File: src/rtl/exu_mul_arb_if.sv
// Requester, multiplier-packet and result signals of the shared multiplier arbiter.
// slave = arbiter side, master = requesters/multiplier side.
interface exu_mul_arb_if #(
    parameter int unsigned TAG_W = 5
);
    logic             req0_valid;
    logic [31:0]      req0_a;
    logic [31:0]      req0_b;
    logic             req0_rs1_sign;
    logic             req0_rs2_sign;
    logic             req0_low;
    logic [TAG_W-1:0] req0_tag;
    logic             req0_ready;

    logic             req1_valid;
    logic [31:0]      req1_a;
    logic [31:0]      req1_b;
    logic             req1_rs1_sign;
    logic             req1_rs2_sign;
    logic             req1_low;
    logic [TAG_W-1:0] req1_tag;
    logic             req1_ready;

    logic             mul_valid;
    logic [31:0]      mul_a;
    logic [31:0]      mul_b;
    logic             mul_rs1_sign;
    logic             mul_rs2_sign;
    logic             mul_low;
    logic [31:0]      mul_result;

    logic             res_valid;
    logic             res_id;
    logic [TAG_W-1:0] res_tag;
    logic [31:0]      res_data;
    logic             busy;

    modport slave (
        input  req0_valid, req0_a, req0_b, req0_rs1_sign, req0_rs2_sign, req0_low, req0_tag,
        input  req1_valid, req1_a, req1_b, req1_rs1_sign, req1_rs2_sign, req1_low, req1_tag,
        input  mul_result,
        output req0_ready, req1_ready,
        output mul_valid, mul_a, mul_b, mul_rs1_sign, mul_rs2_sign, mul_low,
        output res_valid, res_id, res_tag, res_data, busy
    );

    modport master (
        output req0_valid, req0_a, req0_b, req0_rs1_sign, req0_rs2_sign, req0_low, req0_tag,
        output req1_valid, req1_a, req1_b, req1_rs1_sign, req1_rs2_sign, req1_low, req1_tag,
        output mul_result,
        input  req0_ready, req1_ready,
        input  mul_valid, mul_a, mul_b, mul_rs1_sign, mul_rs2_sign, mul_low,
        input  res_valid, res_id, res_tag, res_data, busy
    );
endinterface

File: src/rtl/exu_mul_arb.sv
// Two-requester arbiter/sequencer for the shared LAT-stage pipelined multiplier.
// Define RV_MUL_ARB_RR_EN for round-robin arbitration; default is fixed priority (req0 wins).
module exu_mul_arb #(
    parameter int unsigned LAT   = 3,
    parameter int unsigned TAG_W = 5
) (
    input  logic         clk,
    input  logic         rst_l,
    input  logic         freeze,
    input  logic         flush,
    exu_mul_arb_if.slave bus
);
    localparam int unsigned CNT_W = 3;

    typedef struct packed {
        logic             vld;
        logic             id;
        logic [TAG_W-1:0] tag;
    } trk_t;

    trk_t [LAT-1:0]   trk_q, trk_d;
    logic [CNT_W-1:0] cnt_q, cnt_d;
    logic             grant_en;
    logic             win1;
    logic             sel1;
    logic             retire;
    logic [TAG_W-1:0] win_tag;

`ifdef RV_MUL_ARB_RR_EN
    logic last_q, last_d;
`endif

    // Winner selection; grants are suppressed while reset is asserted.
    always_comb begin : arb
        grant_en = rst_l & ~freeze & ~flush & (bus.req0_valid | bus.req1_valid);
`ifdef RV_MUL_ARB_RR_EN
        win1     = bus.req1_valid & (~bus.req0_valid | ~last_q);
        last_d   = grant_en ? win1 : last_q;
`else
        win1     = bus.req1_valid & ~bus.req0_valid;
`endif
        sel1     = grant_en & win1;
        win_tag  = sel1 ? bus.req1_tag : bus.req0_tag;
    end

    // Operand packet follows the winner, req0 when idle.
    always_comb begin : pkt
        bus.req0_ready   = grant_en & ~win1;
        bus.req1_ready   = sel1;
        bus.mul_valid    = grant_en;
        bus.mul_a        = bus.req0_a;
        bus.mul_b        = bus.req0_b;
        bus.mul_rs1_sign = bus.req0_rs1_sign;
        bus.mul_rs2_sign = bus.req0_rs2_sign;
        bus.mul_low      = bus.req0_low;
        if (sel1) begin
            bus.mul_a        = bus.req1_a;
            bus.mul_b        = bus.req1_b;
            bus.mul_rs1_sign = bus.req1_rs1_sign;
            bus.mul_rs2_sign = bus.req1_rs2_sign;
            bus.mul_low      = bus.req1_low;
        end
    end

    // Id/tag tracker mirrors the multiplier pipe; flush kills, freeze holds.
    always_comb begin : track
        trk_d = trk_q;
        if (flush) begin
            for (int unsigned i = 0; i < LAT; i++) trk_d[i].vld = 1'b0;
        end else if (!freeze) begin
            trk_d[0] = '{vld: grant_en, id: win1, tag: win_tag};
            for (int unsigned i = 1; i < LAT; i++) trk_d[i] = trk_q[i-1];
        end
    end

    assign retire = trk_q[LAT-1].vld & ~freeze & ~flush;

    always_comb begin : count
        cnt_d = cnt_q;
        if (flush) cnt_d = '0;
        else       cnt_d = cnt_q + CNT_W'(grant_en) - CNT_W'(retire);
    end

    always_ff @(posedge clk or negedge rst_l) begin : regs
        if (!rst_l) begin
            trk_q  <= '0;
            cnt_q  <= '0;
`ifdef RV_MUL_ARB_RR_EN
            last_q <= 1'b0;
`endif
        end else begin
            trk_q  <= trk_d;
            cnt_q  <= cnt_d;
`ifdef RV_MUL_ARB_RR_EN
            last_q <= last_d;
`endif
        end
    end

    assign bus.res_valid = retire;
    assign bus.res_id    = trk_q[LAT-1].id;
    assign bus.res_tag   = trk_q[LAT-1].tag;
    assign bus.res_data  = bus.mul_result;
    assign bus.busy      = (cnt_q != '0);
endmodule

File: src/flat_wrapper.sv
// flat-port wrapper written by rule: the top's interface ports become plain ports
module exu_mul_arb_flat 
#(
    parameter int unsigned LAT   = 3,
    parameter int unsigned TAG_W = 5
)
  (clk, rst_l, freeze, flush, bus_req0_valid, bus_req0_a, bus_req0_b, bus_req0_rs1_sign, bus_req0_rs2_sign, bus_req0_low, bus_req0_tag, bus_req1_valid, bus_req1_a, bus_req1_b, bus_req1_rs1_sign, bus_req1_rs2_sign, bus_req1_low, bus_req1_tag, bus_mul_result, bus_req0_ready, bus_req1_ready, bus_mul_valid, bus_mul_a, bus_mul_b, bus_mul_rs1_sign, bus_mul_rs2_sign, bus_mul_low, bus_res_valid, bus_res_id, bus_res_tag, bus_res_data, bus_busy);
  exu_mul_arb_if #(.TAG_W(TAG_W)) bus_i ();
  input  logic clk;
  input  logic rst_l;
  input  logic freeze;
  input  logic flush;
  input wire logic [$bits(bus_i.req0_valid)-1:0] bus_req0_valid;
  input wire logic [$bits(bus_i.req0_a)-1:0] bus_req0_a;
  input wire logic [$bits(bus_i.req0_b)-1:0] bus_req0_b;
  input wire logic [$bits(bus_i.req0_rs1_sign)-1:0] bus_req0_rs1_sign;
  input wire logic [$bits(bus_i.req0_rs2_sign)-1:0] bus_req0_rs2_sign;
  input wire logic [$bits(bus_i.req0_low)-1:0] bus_req0_low;
  input wire logic [$bits(bus_i.req0_tag)-1:0] bus_req0_tag;
  input wire logic [$bits(bus_i.req1_valid)-1:0] bus_req1_valid;
  input wire logic [$bits(bus_i.req1_a)-1:0] bus_req1_a;
  input wire logic [$bits(bus_i.req1_b)-1:0] bus_req1_b;
  input wire logic [$bits(bus_i.req1_rs1_sign)-1:0] bus_req1_rs1_sign;
  input wire logic [$bits(bus_i.req1_rs2_sign)-1:0] bus_req1_rs2_sign;
  input wire logic [$bits(bus_i.req1_low)-1:0] bus_req1_low;
  input wire logic [$bits(bus_i.req1_tag)-1:0] bus_req1_tag;
  input wire logic [$bits(bus_i.mul_result)-1:0] bus_mul_result;
  output wire logic [$bits(bus_i.req0_ready)-1:0] bus_req0_ready;
  output wire logic [$bits(bus_i.req1_ready)-1:0] bus_req1_ready;
  output wire logic [$bits(bus_i.mul_valid)-1:0] bus_mul_valid;
  output wire logic [$bits(bus_i.mul_a)-1:0] bus_mul_a;
  output wire logic [$bits(bus_i.mul_b)-1:0] bus_mul_b;
  output wire logic [$bits(bus_i.mul_rs1_sign)-1:0] bus_mul_rs1_sign;
  output wire logic [$bits(bus_i.mul_rs2_sign)-1:0] bus_mul_rs2_sign;
  output wire logic [$bits(bus_i.mul_low)-1:0] bus_mul_low;
  output wire logic [$bits(bus_i.res_valid)-1:0] bus_res_valid;
  output wire logic [$bits(bus_i.res_id)-1:0] bus_res_id;
  output wire logic [$bits(bus_i.res_tag)-1:0] bus_res_tag;
  output wire logic [$bits(bus_i.res_data)-1:0] bus_res_data;
  output wire logic [$bits(bus_i.busy)-1:0] bus_busy;
  assign bus_i.req0_valid = bus_req0_valid;
  assign bus_i.req0_a = bus_req0_a;
  assign bus_i.req0_b = bus_req0_b;
  assign bus_i.req0_rs1_sign = bus_req0_rs1_sign;
  assign bus_i.req0_rs2_sign = bus_req0_rs2_sign;
  assign bus_i.req0_low = bus_req0_low;
  assign bus_i.req0_tag = bus_req0_tag;
  assign bus_i.req1_valid = bus_req1_valid;
  assign bus_i.req1_a = bus_req1_a;
  assign bus_i.req1_b = bus_req1_b;
  assign bus_i.req1_rs1_sign = bus_req1_rs1_sign;
  assign bus_i.req1_rs2_sign = bus_req1_rs2_sign;
  assign bus_i.req1_low = bus_req1_low;
  assign bus_i.req1_tag = bus_req1_tag;
  assign bus_i.mul_result = bus_mul_result;
  assign bus_req0_ready = bus_i.req0_ready;
  assign bus_req1_ready = bus_i.req1_ready;
  assign bus_mul_valid = bus_i.mul_valid;
  assign bus_mul_a = bus_i.mul_a;
  assign bus_mul_b = bus_i.mul_b;
  assign bus_mul_rs1_sign = bus_i.mul_rs1_sign;
  assign bus_mul_rs2_sign = bus_i.mul_rs2_sign;
  assign bus_mul_low = bus_i.mul_low;
  assign bus_res_valid = bus_i.res_valid;
  assign bus_res_id = bus_i.res_id;
  assign bus_res_tag = bus_i.res_tag;
  assign bus_res_data = bus_i.res_data;
  assign bus_busy = bus_i.busy;
  exu_mul_arb #(.LAT(LAT), .TAG_W(TAG_W)) u_core (.clk(clk), .rst_l(rst_l), .freeze(freeze), .flush(flush), .bus(bus_i));
endmodule
File: config.mk
export PLATFORM = sky130hd
export DESIGN_NAME = exu_mul_arb_flat
export DESIGN_NICKNAME = d
export VERILOG_FILES = /design/src/rtl/exu_mul_arb_if.sv /design/src/rtl/exu_mul_arb.sv /design/src/flat_wrapper.sv
export SDC_FILE = /design/constraint.sdc
export NUM_CORES = 1
export LEC_CHECK = 0
export CORE_AREA = 2 2 113 115
export DETAILED_ROUTE_END_ITERATION = 10
export DIE_AREA = 0 0 115 117
export PLACE_DENSITY = 0.63
export RECOVER_POWER = 25
export SLEW_MARGIN = 15
export SYNTH_ARGS = -nofsm -noshare
export SYNTH_HDL_FRONTEND = slang
export SYNTH_SLANG_ARGS = --single-unit
File: constraint.sdc
create_clock -name clk -period 6.15 [get_ports clk]
set_clock_uncertainty 0.05 [all_clocks]
set_input_delay 1.23 -clock clk [delete_from_list [all_inputs] [get_ports clk]]
set_output_delay 1.23 -clock clk [all_outputs]
set_load 0.005 [all_outputs]
**Word-level counts from Yosys, hierarchy flattened**

Cells that the tools add are included.

- Output and inout bits: 110
- Word-level logic and storage cells: 39
- Input port bits: 182
- Register bits after elaboration: 24

- Add/subtract/negate cells: 2
- Bitwise operators: 13
- Equal/unequal tests: 1
- Reduce and logical (&&, ||, !) cells: 2
- Mux-type cells: 11

Operator list:

| cell | count |
|---|---|
| two-way mux 32 bit | 2 |
| two-way mux 21 bit | 1 |
| bitwise AND 1 bit | 8 |
| two-way mux 1 bit | 6 |
| two-way mux 5 bit | 1 |
| NOT 1 bit | 4 |
| adder 3 x 1 -> 3 bit | 1 |
| two-way mux 3 bit | 1 |
| nonzero test 3 bit | 1 |
| subtractor 3 x 1 -> 3 bit | 1 |
| != test 2 x 1 -> 1 bit, second input constant | 1 |
| AND reduction 2 bit | 1 |
| bitwise OR 1 bit | 1 |

**Depth between registers and ports, before layout**

- Depth in word-level cells: 8
- Mapped depth: 12
- Mapped depth without buffers: 10

**Worst setup path after synthesis**

OpenSTA, ideal clock, no wires.

- Path type: input -> output
- Start: input port freeze
- End: output port bus_mul_a[10]
- Stages: 8
- Data arrival time: 2631 ps
- Setup slack: 2239 ps
- Required time: 4870 ps
- Path through: clkbuf_2 > or2_1 > buf_6 > or2_1 > buf_2 > buf_6 > buf_6 > mux2_4

- Longest elaborated chain between the ends: 6

RTL lines:

| item | RTL line | source |
|---|---|---|
| start, declared | flat_wrapper.sv:11 | `input logic freeze;` |
| NOT 1 bit (no line) | - |  |
| bitwise AND 1 bit (3 in a row) | exu_mul_arb.sv:35 | `grant_en = rst_l & ~freeze & ~flush & (bus.req0_valid \| bus.req1_valid);` |
| bitwise AND 1 bit | exu_mul_arb.sv:42 | `sel1 = grant_en & win1;` |
| two-way mux 32 bit | exu_mul_arb.sv:56 | `if (sel1) begin` |
| end, declared | flat_wrapper.sv:31 | `output wire logic [$bits(bus_i.mul_a)-1:0] bus_mul_a;` |

No other way between the ends.

**Worst setup path after layout**

- Start: input port freeze
- End: output port bus_mul_low

- Longest elaborated chain between the ends: 6

RTL lines:

| item | RTL line | source |
|---|---|---|
| NOT 1 bit (no line) | - |  |
| bitwise AND 1 bit (3 in a row) | exu_mul_arb.sv:35 |  |
| bitwise AND 1 bit | exu_mul_arb.sv:42 |  |
| two-way mux 1 bit | exu_mul_arb.sv:56 |  |
| end, declared | flat_wrapper.sv:35 | `output wire logic [$bits(bus_i.mul_low)-1:0] bus_mul_low;` |

No other way between the ends.

==> summary.md <==
| Metric | Value |
|---|---|
| Final wirelength | 8.79 mm |
| Synth top area cells | mux2_2, dfrtp_1, mux2_4 |
| Worst slew pin tran | 1.32 ns |
| DP Wirelength | 7.74 mm |
| Core Area | 12300 um2 |
| I/O pin count | 292 |
| Clock sink total | 24 |
| Congestion Overflow GR | 0 |
| Worst EP arrival | 4.07 ns |
| Initial drt markers | 46 |
| Final hold vios | 0 |
| WP data required | 4.87 ns |
| Avg Cell Area, Syn | 11.2 um2 |
| # port buffers | 227 |
| Htree depth | 1 |
| Reg2reg end | u_core.cnt_q[2] |
| Post-CTS setup buffers | 0 |
| Pre-antenna DRT Iters | 3 |
| Vias | 2121 |
| Cell taking the most area after synthesis | mux2_2 |
| Crit path max-delay family | buffers and inverters |
| Starting Density | 18.0% |
| Max_cap viols | 0 |
| Quantity of gates resized following cts | 0 |
| Layout cells sized above 1 | 22.2% |
| Power Density | 136 nW/um2 |
| F_max | 187 MHz |
| Setup_tns | 0 ns |
| Number of CTS-inserted buffers | 3 |
| Reg2Reg Setup Slack | 4.36 ns |
| Yosys reg bits | 24 |
| Max-Slew Margin vs Limit | 12.0% |
| GPL Wtd Cong | 0.736 |
| Nets | 569 |
| Worst setup SP type | primary input |
| Largest fanout on the critical path | 44 |
| R2r worst-path depth | 8 |
| First-pass GRT wire length | 11.6 mm |
| Sequential cell area fraction in the yosys report | 27.1% |
| Maximum VDD drop | 131 uV |
| Cells after Synth | 198 |
| Syn Nets | 383 |
| Yosys Warn Count | 0 |
| Critical path depth in cells | 6 |
| RR Startpoint | u_core.trk_q[20] |
| Worst path slowest cell | dlygate4sd3_1 |
| Largest net degree at the start of global routing | 45 |
| Reg clk slew, reported paths | 0.06 ns |
| # setup viols final | 0 |
| CTS tree | done |
| Clk Latency, worst-skew pair | 0.25 ns |
| Fin. max-slew vios | 0 |
| Initial antenna violation count | 1 |
| Total GRT Usage | 11.3% |
| Critical path cell sequence | dlygate4sd3_1 > or2_0 > or2_4 > buf_12 > mux2_2 > clkdlybuf4s50_1 |
| Die width | 115 um |
| CP Capture Type | output pin |
| CTS root buffer | clkbuf_16 |
| Max incr delay on CP | 0.66 ns |
| Bufs on Longest Clock Path | 2 |
| Post-DR wirelength/cell | 16.5 um |
| RSZ-0062 raised after global routing | no |
| DRC errors left | 0 |
| Worst hold slack | 0.428 ns |
| Crit path to | bus_mul_low |
| Crit path time final | 5.35 ns |
| Number of hold buffers added after CTS | 0 |
| Top cell type's share of synthesized area | 30.5% |
| Outcome | finished clean |
| Crit Path Class | primary input to output pin |
| Synth Cell Area | 2220 um2 |
| Vias per Instance | 3.97 |
| Synth-to-Final Area Change | 100% |
| Fillers | 1229 |
| Vias in the first global route | 2048 |
| Leakage | 0.00184 uW |
| Antenna-violating nets left | 0 |
| Die height | 117 um |
| Row cnt | 41 |
| Yosys cell types | 26 |
| Origin of the worst setup path | freeze |
| Worst path buffer plus inverter count | 3 |
| Fin crit share | 86.9% |
| Die area | 13500 um2 |
| Worst min-delay path class | flop to flop |
synth_stat cells, drive strengths merged:
cell / number
mux2i: 7
xor2: 1
mux2: 79
or2: 2
ha: 2
xnor2: 1
clkbuf: 3
buf: 46
and3: 1
dfrtp: 24
fa: 1
nand2: 2
o21ai: 2
or3: 1
nand2b: 1
a21oi: 5
o21a: 1
inv: 4
nand3b: 1
and2: 1
nor2: 12
nor2b: 1
final cells by class:
class | instances | area (um2) | share of cell area (%)
inverter | 4 | 15.0 | 0.338
multi-input combinational | 121 | 1240 | 28.0
clock buffer | 4 | 88.8 | 2.00
timing repair buffer | 230 | 2300 | 51.8
sequential | 24 | 601 | 13.5
antenna | 1 | 2.50 | 0.0564
tap | 150 | 188 | 4.23
routing by layer:
metal / share of wire [%] / track usage (%) / up-vias / wire length (um)
met5: 0 / 0 / - / 0
met1: 36 / 12.9 / 977 / 3200
met3: 9.9 / 3.45 / 2 / 874
met4: 0.25 / 1.93 / 0 / 22
li1: - / - / 1014 / -
met2: 53 / 21.1 / 128 / 4690
placed cells by master (no fill, tap or decap), types with 2 or more instances in the layout:
master	n
a21oi_1	5
clkbuf_1	2
clkbuf_16	3
clkdlybuf4s50_1	219
dfrtp_1	24
dlygate4sd3_1	8
ha_1	2
inv_1	4
mux2_2	60
mux2_4	19
mux2i_1	7
nand2_1	2
nor2_1	12
o21ai_0	2
where the power goes:
group | internal (uW) | switching (uW)
sequential | 185 | 13.6
combinational | 190 | 64.6
clock | 99.3 | 51.5
total | 474 | 130
worst min-delay path by stage:
stage	start	end	cells after the start
after floorplan	u_core.trk_q[5]	u_core.trk_q[5]	2
after global placement	u_core.trk_q[5]	u_core.trk_q[5]	2
final	u_core.trk_q[5]	u_core.trk_q[5]	2
after CTS	u_core.trk_q[5]	u_core.trk_q[5]	2
after global routing	u_core.trk_q[5]	u_core.trk_q[5]	2
after detailed placement	u_core.trk_q[5]	u_core.trk_q[5]	2
registers in the layout (all words and copies together) (netlist names):
name                cells
u_core.trk_q           15
u_core.cnt_q            3
u_core.bus.res_id       1
u_core.bus.res_tag      5
through the flow:
| stage | area, um2 | cells | power (uW) | utilization [%] | worst slack, ns |
|---|---|---|---|---|---|
| floorplan | 2220 | 198 | 304 | - | 2.24 |
| detailed placement | 4350 | 529 | 464 | 35.4 | 0.944 |
| global placement | 4350 | 529 | 462 | 35.4 | 0.995 |
| CTS | 4440 | 533 | 618 | 36.1 | 0.938 |
| global route | 4430 | 533 | 637 | 36.0 | 0.591 |
| finish | 4440 | 534 | 604 | 36.0 | 0.805 |
cells by family (layout without fill, tap and decap cells):
family | Yosys count | in the layout | share of synthesized area (%)
multiplexers | 86 | 86 | 46.5
buffers and inverters | 53 | 238 | 16.9
flip-flops | 24 | 24 | 27.1
AND/OR/NAND/NOR | 22 | 22 | 4.69
AO/OA/AOI/OAI | 8 | 8 | 1.92
adder cells (fa/ha/maj) | 3 | 3 | 2.03
XOR/XNOR | 2 | 2 | 0.791
other | 0 | 1 | 0
worst min-delay path: cells and delay by family (launching register included):
kind / cells / cell delay [ns]
AOI/OAI and AO/OA: 1 / 0.06
and+or+nand+nor: 1 / 0.05
DFF: 1 / 0.34
(Power assumes the default switching activity.)
